[src/rtl/vga_display_engine.sv]
`default_nettype none
// +--------------------------------------------------------------------------+
// | Module : vga_display_engine                                              |
// | Brief  : Parametrised VGA timing generator with N-layer pixel overlay,   |
// |          latency-aligned blanking and sync outputs.                      |
// | Rev    : 1.0 - initial release                                           |
// +--------------------------------------------------------------------------+
module vga_display_engine #(
  parameter int              CLK_DIV  = 4,
  parameter int              CW       = 4,
  parameter int              NL       = 2,
  parameter int              CNT_W    = 10,
  parameter int              H_ACT    = 640,
  parameter int              H_FP     = 16,
  parameter int              H_SYNC   = 96,
  parameter int              H_BP     = 48,
  parameter int              V_ACT    = 480,
  parameter int              V_FP     = 10,
  parameter int              V_SYNC   = 2,
  parameter int              V_BP     = 33,
  parameter logic            HS_POL   = 1'b0,
  parameter logic            VS_POL   = 1'b0,
  parameter int              PIX_LAT  = 2,
  parameter logic [3*CW-1:0] BG_COLOR = '0
) (
  input  logic                 clk,
  input  logic                 rst,
  input  logic [NL-1:0]        layer_en,
  input  logic [NL-1:0]        layer_hit,
  input  logic [NL*3*CW-1:0]   layer_pix,
  output logic [CNT_W-1:0]     h_cnt,
  output logic [CNT_W-1:0]     v_cnt,
  output logic                 req_valid,
  output logic                 pix_tick,
  output logic                 frame_start,
  output logic [CW-1:0]        vga_r,
  output logic [CW-1:0]        vga_g,
  output logic [CW-1:0]        vga_b,
  output logic                 hsync,
  output logic                 vsync
);

  localparam int HT    = H_ACT + H_FP + H_SYNC + H_BP;
  localparam int VT    = V_ACT + V_FP + V_SYNC + V_BP;
  localparam int DIV_W = (CLK_DIV > 1) ? $clog2(CLK_DIV) : 1;

  localparam logic [DIV_W-1:0] DIV_LAST = DIV_W'(CLK_DIV - 1);
  localparam logic [CNT_W-1:0] H_LAST   = CNT_W'(HT - 1);
  localparam logic [CNT_W-1:0] V_LAST   = CNT_W'(VT - 1);

  // Region bounds kept one bit wider so an end bound equal to HT/VT still fits.
  localparam logic [CNT_W:0] H_ACT_C    = (CNT_W+1)'(H_ACT);
  localparam logic [CNT_W:0] V_ACT_C    = (CNT_W+1)'(V_ACT);
  localparam logic [CNT_W:0] HS_START_C = (CNT_W+1)'(H_ACT + H_FP);
  localparam logic [CNT_W:0] HS_END_C   = (CNT_W+1)'(H_ACT + H_FP + H_SYNC);
  localparam logic [CNT_W:0] VS_START_C = (CNT_W+1)'(V_ACT + V_FP);
  localparam logic [CNT_W:0] VS_END_C   = (CNT_W+1)'(V_ACT + V_FP + V_SYNC);

  // Reject parameter sets the counters or pipe cannot represent.
  if (((HT - 1) >> CNT_W) != 0) begin : g_chk_ht
    $error("vga_display_engine: HT-1 does not fit in CNT_W bits");
  end
  if (((VT - 1) >> CNT_W) != 0) begin : g_chk_vt
    $error("vga_display_engine: VT-1 does not fit in CNT_W bits");
  end
  if (PIX_LAT < 1) begin : g_chk_lat
    $error("vga_display_engine: PIX_LAT must be at least 1");
  end
  if (CLK_DIV < 1) begin : g_chk_div
    $error("vga_display_engine: CLK_DIV must be at least 1");
  end
  if (NL < 1) begin : g_chk_nl
    $error("vga_display_engine: NL must be at least 1");
  end

  // Pipe entry: {valid, hsync active, vsync active}; all-zero means blank, syncs idle.
  logic [DIV_W-1:0]            div_q, div_d;
  logic                        tick_d;
  logic                        pix_tick_q;
  logic [CNT_W-1:0]            h_q, h_d, v_q, v_d;
  logic                        frame_start_q, frame_start_d;
  logic [NL-1:0]               en_q, en_d;
  logic [PIX_LAT-1:0][2:0]     pipe_q, pipe_d;
  logic [3*CW-1:0]             rgb_q, rgb_d;
  logic                        hs_q, hs_d, vs_q, vs_d;
  logic                        hs_raw, vs_raw, req_valid_w;
  logic [2:0]                  pipe_out;
  logic [3*CW-1:0]             win_pix;
  logic [CNT_W:0]              h_ext, v_ext;

  // Clock divider: tick fires on the clk where the divider wraps.
  always_comb begin
    tick_d = (div_q == DIV_LAST);
    div_d  = tick_d ? '0 : div_q + 1'b1;
  end

  // H/V counters, frame-start pulse and frame-latched layer enables.
  always_comb begin
    h_d           = h_q;
    v_d           = v_q;
    frame_start_d = 1'b0;
    en_d          = en_q;
    if (tick_d) begin
      if (h_q == H_LAST) begin
        h_d = '0;
        if (v_q == V_LAST) begin
          v_d           = '0;
          frame_start_d = 1'b1;
        end else begin
          v_d = v_q + 1'b1;
        end
      end else begin
        h_d = h_q + 1'b1;
      end
    end
    if (frame_start_d) begin
      en_d = layer_en;
    end
  end

  // Request-side decode of the current coordinate.
  always_comb begin
    h_ext       = {1'b0, h_q};
    v_ext       = {1'b0, v_q};
    req_valid_w = (h_ext < H_ACT_C) && (v_ext < V_ACT_C);
    hs_raw      = (h_ext >= HS_START_C) && (h_ext < HS_END_C);
    vs_raw      = (v_ext >= VS_START_C) && (v_ext < VS_END_C);
  end

  // Delay valid/sync flags by PIX_LAT ticks so they meet the returning layer pixel.
  always_comb begin
    pipe_d = pipe_q;
    if (tick_d) begin
      pipe_d[0] = {req_valid_w, hs_raw, vs_raw};
      for (int i = 1; i < PIX_LAT; i++) begin
        pipe_d[i] = pipe_q[i-1];
      end
    end
    pipe_out = pipe_q[PIX_LAT-1];
  end

  // Priority resolve: the highest enabled, hitting layer wins.
  always_comb begin
    win_pix = BG_COLOR;
    for (int i = 0; i < NL; i++) begin
      if (layer_hit[i] && en_q[i]) begin
        win_pix = layer_pix[i*3*CW +: 3*CW];
      end
    end
  end

  // Output register: blanked colour plus polarity-applied syncs.
  always_comb begin
    rgb_d = rgb_q;
    hs_d  = hs_q;
    vs_d  = vs_q;
    if (tick_d) begin
      rgb_d = pipe_out[2] ? win_pix : '0;
      hs_d  = pipe_out[1] ? HS_POL : ~HS_POL;
      vs_d  = pipe_out[0] ? VS_POL : ~VS_POL;
    end
  end

  // State registers with asynchronous active-low reset.
  always_ff @(posedge clk or negedge rst) begin
    if (!rst) begin
      div_q         <= '0;
      pix_tick_q    <= 1'b0;
      h_q           <= '0;
      v_q           <= '0;
      frame_start_q <= 1'b0;
      en_q          <= '0;
      pipe_q        <= '0;
      rgb_q         <= '0;
      hs_q          <= ~HS_POL;
      vs_q          <= ~VS_POL;
    end else begin
      div_q         <= div_d;
      pix_tick_q    <= tick_d;
      h_q           <= h_d;
      v_q           <= v_d;
      frame_start_q <= frame_start_d;
      en_q          <= en_d;
      pipe_q        <= pipe_d;
      rgb_q         <= rgb_d;
      hs_q          <= hs_d;
      vs_q          <= vs_d;
    end
  end

  assign h_cnt       = h_q;
  assign v_cnt       = v_q;
  assign req_valid   = req_valid_w;
  assign pix_tick    = pix_tick_q;
  assign frame_start = frame_start_q;
  assign vga_r       = rgb_q[3*CW-1 -: CW];
  assign vga_g       = rgb_q[2*CW-1 -: CW];
  assign vga_b       = rgb_q[CW-1:0];
  assign hsync       = hs_q;
  assign vsync       = vs_q;

endmodule
`default_nettype wire

[config.mk]
export PLATFORM = sky130hd
export DESIGN_NAME = vga_display_engine
export DESIGN_NICKNAME = d
export VERILOG_FILES = /design/src/rtl/vga_display_engine.sv
export SDC_FILE = /design/constraint.sdc
export NUM_CORES = 1
export LEC_CHECK = 0
export CAP_MARGIN = 25
export CORE_MARGIN = 4
export CORE_UTILIZATION = 47
export CTS_CLUSTER_DIAMETER = 200
export DETAILED_ROUTE_END_ITERATION = 12
export PLACE_DENSITY = 0.91
export SYNTH_ARGS = -nofsm -noshare
export SYNTH_HDL_FRONTEND = slang
export SYNTH_SLANG_ARGS = --single-unit
[constraint.sdc]
create_clock -name clk -period 2.1 [get_ports clk]
set_input_delay 0.21 -clock clk [delete_from_list [all_inputs] [get_ports clk]]
set_output_delay 0.21 -clock clk [all_outputs]
set_load 0.02 [all_outputs]
Word-level counts from Yosys, hierarchy flattened
Index checks and enable logic that the tools add are counted.
- register bits: 46
- bits in latches: 0
- bits in writable memories: 0
- memory bits (read-only): 0
- bits of input ports: 30
- word-level logic and storage cells: 40
- memories: 0
- $add $sub $neg: 3
- $mul: 0
- div/mod/pow operators: 0
- $lt $le $gt $ge: 6
- eq/ne operators: 3
- shifts and indexed selects: 0
- mux-type cells: 11
- bitwise logic cells: 0
- reductions and logical operators: 6
- operator list (operator ; number):
    two-way mux 12 bit ; 3
    adder 10 x 1 -> 10 bit, second input constant ; 2
    == test 10 bit, second input constant ; 2
    less-than comparator 10 bit, second input constant ; 2
    less-than comparator 10 x 9 -> 1 bit, second input constant ; 2
    two-way mux 10 bit ; 2
    greater-or-equal comparator 10 bit, second input constant ; 1
    greater-or-equal comparator 10 x 9 -> 1 bit, second input constant ; 1
    logical AND 1 bit ; 5
    two-way mux 1 bit ; 5
    adder 2 x 1 -> 2 bit, second input constant ; 1
    == test 2 bit, second input constant ; 1
    two-way mux 2 bit ; 1
    AND reduction 2 bit ; 1

Logic depth before layout (Yosys ltp)
Gate-level depths: netlist (run 1).
- depth after elaboration: 4
- depth in mapped cells: 6
- mapped depth without buffers: 6

Worst setup path after synthesis (run 1)
No wires, ideal clock.
- kind: reg2reg
- from: register v_q[0] (netlist: v_cnt[0])
- to: register en_q[0]
- setup time: 125 ps
- data arrival time: 1635 ps
- slack: 340 ps
- cell stages (with the launch flop): 7
- buffers on the path: 0
- period minus slack after synthesis: 1760 ps
- cells stage by stage: dfrtp_1 inv_1 ha_1 and4bb_2 nand4_2 nor2_4 mux2_2
- cells in the longest elaborated chain, start to end: 4
- ends and longest elaborated chain (element ; RTL line ; text):
    start, declared ; 80 ; logic [CNT_W-1:0] h_q, h_d, v_q, v_d;
    start signal, assigned ; 181 ; v_q <= v_d;
    == test 10 bit ; 106 ; if (v_q == V_LAST) begin
    two-way mux 1 bit ; 106 ;
    two-way mux 1 bit ; 104 ; if (h_q == H_LAST) begin
    two-way mux 1 bit ; 103 ; if (tick_d) begin
    named net frame_start_d ; 81 ; logic frame_start_q, frame_start_d;
    end signal, assigned ; 183 ; en_q <= en_d;
    end, declared ; 82 ; logic [NL-1:0] en_q, en_d;
The timed path passes the listed nets, and every way through them passes these cells.
A chain may end at the register's enable or synchronous reset.

Final worst setup path (run 1)
- from: register v_q[0] (netlist: v_cnt[0])
- to: register en_q[1]
The elaborated chain is that of the path after synthesis.

==> metrics.txt, run 1 <==
synth top area cells=dfrtp_1 50%, a22oi_1 4.1%, inv_1 3.9%; ratio of cells with drive above 1 in the final layout=10.00%; Horiz. Die Dim=76.49 um; First DRT Iteration DRCs=130; status=finished, final reports clean; kind of end point of the critical path=flop; via count=1858; Crit Path Category=reg -> reg; r2r worst-path depth=6; final core occ=68.78%; placed instance area=2928 um^2; Slew Viols, Final=0; hold_sp=pipe_out[1]; Warnings, synthesis=0; Final min period=1.847 ns; setup bufs post-CTS=0; fin nets=314; Slew headroom=44.30%; actual slew at the worst max-slew pin=0.8324 ns; worst r2r src=v_cnt[0]; die height=76.49 um; register area share after synthesis=52.33%; mux contribution to synthesized area=5.335%; Final Hold Viols=0; Clock Sinks=46; slowest stage delay, CP=0.43 ns; maxcap violations=0; Synth Area in Simple Gates=18.33%; final worst slack=0.2533 ns; first-pass GRT wire length=8756 um; cell area after synthesis=2205 um^2; Hold Path End=hsync; Power Dens Cells=534.3 nW/um^2; WL/cell=16.28 um; Switch Pwr=0.0003092 W; vias in the first global route=1828; xor/xnor share of the synthesized area=2.781%; sw frac=18.93%; r2r endpoint=en_q[1]; hpwl dp=3877 um; Syn Nets=245; post-synth top area share=49.94%; Final setup viols=0; clock share of power=41.1%; hold path depth=1; P&R area growth vs syn=38.65%; # IOs=67; Routed Antenna Nets=0; WL final=5404 um; clock slew at reported path FFs=0.08 ns; Synth Area in Adders=2.838%; Critical Path Start Type=flop; drc violations=0; DR pass1 iterations=5; PnR Total Power=0.001633 W; floorplan row count=24; worst slack, placed=0.2231 ns; Post-Synthesis Cells=210; core area=4444 um^2; CP max-delay cell=dfrtp_1; main combinational cell family by area after synthesis=simple AND/OR/NAND/NOR gates; CP Max Fanout=9; Root Driver=clkbuf_8; crit-path cells=inv_1, ha_1, and4bb_2, nand4_2, nor2_4, mux2_2; RSZ-0062 raised after global routing=false; Leak Pwr=1.286 nW; Cell variety after synth=41; EDFF count, synth=0; H-tree Lvls=2; starting density of the core=49.61%; R2R setup slack=0.25 ns; Critical Path AT=2.03 ns; worst path bufs/invs=1; Synth area leader=dfrtp_1; Seq pwr share=54.2%; Design Area, Final=3057 um^2; Placer Congestion=0.8073; post-synthesis compound-gate area fraction=12.66%; Comb power frac=4.7%; diode count=0; ys flop type=dfrtp_1; Hold WC Path Type=reg -> reg; CTS tree=yes; initial antenna violation count=0; Final period util=87.94%; Top delay family on crit path=simple AND/OR/NAND/NOR gates; worst-case clock buffer depth=2; filler cell count=338; residual overflow from global routing=0; CTS Buf Count=5; maximum number of pins on one net before global-route repair=47; Max VDD drop=0.3952 mV; PortBufs=66; setup TNS=0 ns; syn_area_per_cell=10.50 um^2; Synth Register Bits=46; DR vias/cell=5.596; clk_skew=0.005388 ns; Clock Latency Late Sink=0.29 ns; Die ar.=5851 um^2; Max Freq=0.5415 GHz; ys async rst share=100.0%; GRT Total Usage=18.85%; Req. time, crit path=2.28 ns; Int Power=0.001324 W
[cell type report]
| cell class | count | area [um^2] | area share, % |
|---|---|---|---|
| clock inverter | 1 | 30.03 | 0.9824 |
| sequential | 46 | 1154 | 37.74 |
| timing repair buffer | 71 | 710.7 | 23.25 |
| multi-input combinational | 132 | 924.6 | 30.25 |
| clock buffer | 7 | 86.33 | 2.824 |
| tap | 52 | 65.06 | 2.129 |
| inverter | 23 | 86.33 | 2.824 |
[cell usage in the layout (no fill, tap or decap), types with 2 or more instances in the layout]
master           netlist  final
clkdlybuf4s50_1        0     64
dfrtp_1               44     44
inv_1                 23     23
nand2_1               13     13
o22ai_1               13     13
a22oi_1               12     12
nand3_1               11     11
o21ai_0                9      9
nor2_1                 7      7
and3_1                 6      6
a21oi_1                6      6
mux2_2                 6      6
clkbuf_8               0      6
nand4_1                5      5
mux2i_1                5      5
ha_1                   5      5
xnor2_1                4      4
nor3_1                 3      3
or3_1                  3      3
xor2_1                 3      3
buf_4                  0      3
and4_1                 2      2
and2_1                 2      2
dfstp_2                2      2
[cell usage after synthesis, types with 2 or more instances]
master and count:
and2_1 2, xnor2_1 4, o21ai_0 9, and3_1 6
and4_1 2, dfrtp_1 44, mux2_2 6, nand3_1 11
a21oi_1 6, nor3_1 3, nand2_1 13, nand4_1 5
or3_1 3, a22oi_1 12, o22ai_1 13, clkbuf_1 3
inv_1 23, buf_2 5, ha_1 5, mux2i_1 5
nor2_1 7, xor2_1 3, dfstp_2 2
[state kept, by name (all words and copies together) (netlist names)]
register / flops
hsync: 1
en_q: 2
v_cnt: 10
pipe_q: 3
pipe_out: 3
vsync: 1
frame_start: 1
div_q: 2
h_cnt: 10
rgb_q: 12
pix_tick: 1
[worst max path at each step]
stage / startpoint / endpoint / slack (ns) / depth (start not counted)
6_report: v_cnt[0] / en_q[1] / 0.25 / 6
5_1_grt: v_cnt[0] / en_q[0] / 0.15 / 6
2_1_floorplan: v_cnt[0] / en_q[0] / 0.34 / 6
3_3_place_gp: layer_hit[1] / rgb_q[9] / 0.34 / 5
3_5_place_dp: layer_hit[1] / rgb_q[8] / 0.22 / 5
4_1_cts: h_cnt[7] / req_valid / 0.05 / 4
[cell families after synthesis]
family,Yosys count
buffers and inverters,32
flip-flops,46
AND/OR/NAND/NOR,65
AO/OA/AOI/OAI,44
adder cells (fa/ha/maj),5
XOR/XNOR,7
multiplexers,11
[routing by layer]
layer	up-vias	part of all wire, %	track usage [%]
met4	0	1.5	6.159
met2	56	52	31.63
met1	909	42	23.17
met5	-	0	0
li1	885	-	-
met3	8	3.8	5.674
[worst register-to-register path: cells and delay by family (launching register included)]
family,cells,cell delay (ns)
mux,1,0.34
simple gates,3,0.70
fa+ha+maj,1,0.15
buf+inv,1,0.11
flops,1,0.43
[power groups by stage]
stage                     sequential [W]  clock, W  combinational [W]
final                           0.000885  0.000672          0.0000767
after global routing            0.000885  0.000734          0.0000830
after CTS                       0.000885  0.000684          0.0000780
after detailed placement        0.000903         0          0.0000763
after global placement          0.000903         0          0.0000749
after floorplan                 0.000903         0        0.000000263
[what timing repair did]
| item | in CTS | in global routing |
|---|---|---|
| endpoints found under the hold margin | 44 | 0 |
| hold buffers | 1 | 0 |
| setup endpoints to repair | 0 | 1 |
| gates resized for setup | 0 | 1 |
[through the flow]
stage | hold slack [ns] | std cells
after floorplan | -0.08559 | 210
after global placement | 0.2048 | 323
after detailed placement | 0.2096 | 323
after CTS | 0.4222 | 332
after global routing | 0.4549 | 332
final | 0.4244 | 332
No activity file was read; power rests on OpenSTA's default activity.
==> run 2: changes to the inputs <==
--- a/config.mk
+++ b/config.mk
@@ -6,6 +6,7 @@
 export NUM_CORES = 1
 export LEC_CHECK = 0
 export CAP_MARGIN = 25
+export CORE_ASPECT_RATIO = 1.1
 export CORE_MARGIN = 4
 export CORE_UTILIZATION = 47
 export CTS_CLUSTER_DIAMETER = 200
==> metrics.txt, run 2 (synthesis results as in run 1) <==
worst r2r src=v_cnt[0]; most common cell after layout, fill and taps aside=clkdlybuf4s50_1; hpwl dp=3900 um; Setup crit end=en_q[1]; Critical Path AT=2.04 ns; residual overflow from global routing=0; Final Hold Viols=0; CP Max Fanout=9; initial antenna violation count=0; floorplan row count=25; Req. time, crit path=2.30 ns; r2r endpoint=en_q[1]; worst-case clock buffer depth=2; fin nets=314; CTS tree=yes; First DRT Iteration DRCs=104; Top delay family on crit path=simple AND/OR/NAND/NOR gates; # IOs=67; filler cell count=348; Max Freq=0.5420 GHz; drc violations=0; maxcap violations=0; GRT Total Usage=19.45%; core area=4410 um^2; Horiz. Die Dim=73.30 um; CP startpoint=v_cnt[0]; Crit Path Category=reg -> reg; via count=1824; actual slew at the worst max-slew pin=0.8063 ns; Final period util=87.86%; Clock Sinks=46; maximum number of pins on one net before global-route repair=47; worst path bufs/invs=1; WL final=5406 um; Max VDD drop=0.3406 mV; clk_skew=0.006591 ns; Final min period=1.845 ns; crit-path cells=inv_1, ha_1, and4bb_2, nand4_2, nor2_4, mux2_2; Leak Pwr=1.273 nW; CP max-delay cell=dfrtp_1; commonest cells after routing, fill and taps aside=64 x clkdlybuf4s50_1, 44 x dfrtp_1, 23 x inv_1, 13 x nand2_1, 13 x o22ai_1; Power Dens Cells=496.9 nW/um^2; Die ar.=5852 um^2; Placer Congestion=0.8402; WL/cell=16.19 um; DR vias/cell=5.461; kind of end point of the critical path=flop; die height=79.83 um; Root Driver=clkbuf_8; max reg flops=12; vias in the first global route=1867; clock share of power=36.1%; Switch Pwr=0.0003337 W; Critical Path Start Type=flop; sw frac=22.17%; clock slew at reported path FFs=0.09 ns; Slew Viols, Final=0; Final setup viols=0; CTS Buf Count=5; status=finished, final reports clean; P&R area growth vs syn=37.40%; Seq pwr share=58.8%; DR pass1 iterations=4; Int Power=0.001171 W; starting density of the core=49.99%; diode count=0; ratio of cells with drive above 1 in the final layout=10.00%; final hold slack=0.4097 ns; R2R setup slack=0.25 ns; slowest stage delay, CP=0.42 ns; RSZ-0062 raised after global routing=false; Comb power frac=5.1%; Clock Latency Late Sink=0.31 ns; first-pass GRT wire length=8680 um; setup TNS=0 ns; largest reg by FF count=rgb_q; Slew headroom=46.05%; H-tree Lvls=2; PortBufs=66; Routed Antenna Nets=0; r2r worst-path depth=6; Crit path depth=6; Hold WC Path Type=in -> async
-- run 2: cell types whose count changed in the layout (fill, tap and decap cells not counted) --
| cell | delta |
|---|---|
| clkinv_4 | +1 |
| clkbuf_8 | -1 |
| clkinv_2 | +1 |
| bufinv_16 | -1 |
-- run 2: through the flow --
step / util (%) / cell area, um^2 / total power (W) / std cells / setup WS, ns
after floorplan: - / 2205 / 0.0009031 / 210 / 0.3405
after global placement: 66.44 / 2930 / 0.0009779 / 325 / 0.3486
after detailed placement: 66.44 / 2930 / 0.0009793 / 325 / 0.2585
after CTS: 68.62 / 3027 / 0.001524 / 334 / 0.04628
after global routing: 68.68 / 3029 / 0.001571 / 334 / 0.1670
final: 68.68 / 3029 / 0.001505 / 334 / 0.2549
-- run 2: cell type report --
cell class	count	area, um^2	area share (%)
Multi-Input combinational cell	132	924.6	30.52
Timing Repair Buffer	71	710.7	23.46
Clock buffer	6	72.57	2.396
Sequential cell	46	1154	38.08
Tap cell	54	67.56	2.230
Clock inverter	2	13.76	0.4544
Inverter	23	86.33	2.850
-- run 2: worst min-delay path by stage --
| stage | end | depth (start not counted) |
|---|---|---|
| finish | rgb_q[0] | 3 |
| global route | vsync | 1 |
| CTS | rgb_q[0] | 3 |
| detailed placement | rgb_q[0] | 2 |
| global placement | rgb_q[0] | 2 |
| floorplan | div_q[0] | 0 |
-- run 2: worst reg2reg max path, cell delays in order, from the launching register on --
cell      delay (ns)
dfrtp_1         0.42
inv_1           0.11
ha_1            0.14
and4bb_2        0.23
nand4_2         0.27
nor2_4          0.22
mux2_2          0.35
-- run 2: power groups by stage --
stage	Combinational (W)	Sequential, W	Clock (W)
floorplan	0.000000263	0.000903	0
global placement	0.0000754	0.000903	0
detailed placement	0.0000768	0.000903	0
CTS	0.0000781	0.000885	0.000561
global route	0.0000830	0.000885	0.000603
finish	0.0000765	0.000885	0.000544
-- run 2: per-layer routing --
layer  track usage [%]  vias to the layer above  routed length (um)
met5                 0                        -                   0
met4             7.428                        0                  67
met3             4.408                        8                 220
met2             32.74                       40                2894
met1             23.98                      894                2224
li1                  -                      882                   -
-- run 2: what timing repair did --
item                                    in CTS  in global routing
gates resized for setup                      0                  1
hold endpoints to repair                    44                  0
hold buffers                                 1                  0
endpoints found under the setup margin       0                  1
buffers inserted                             0                  0
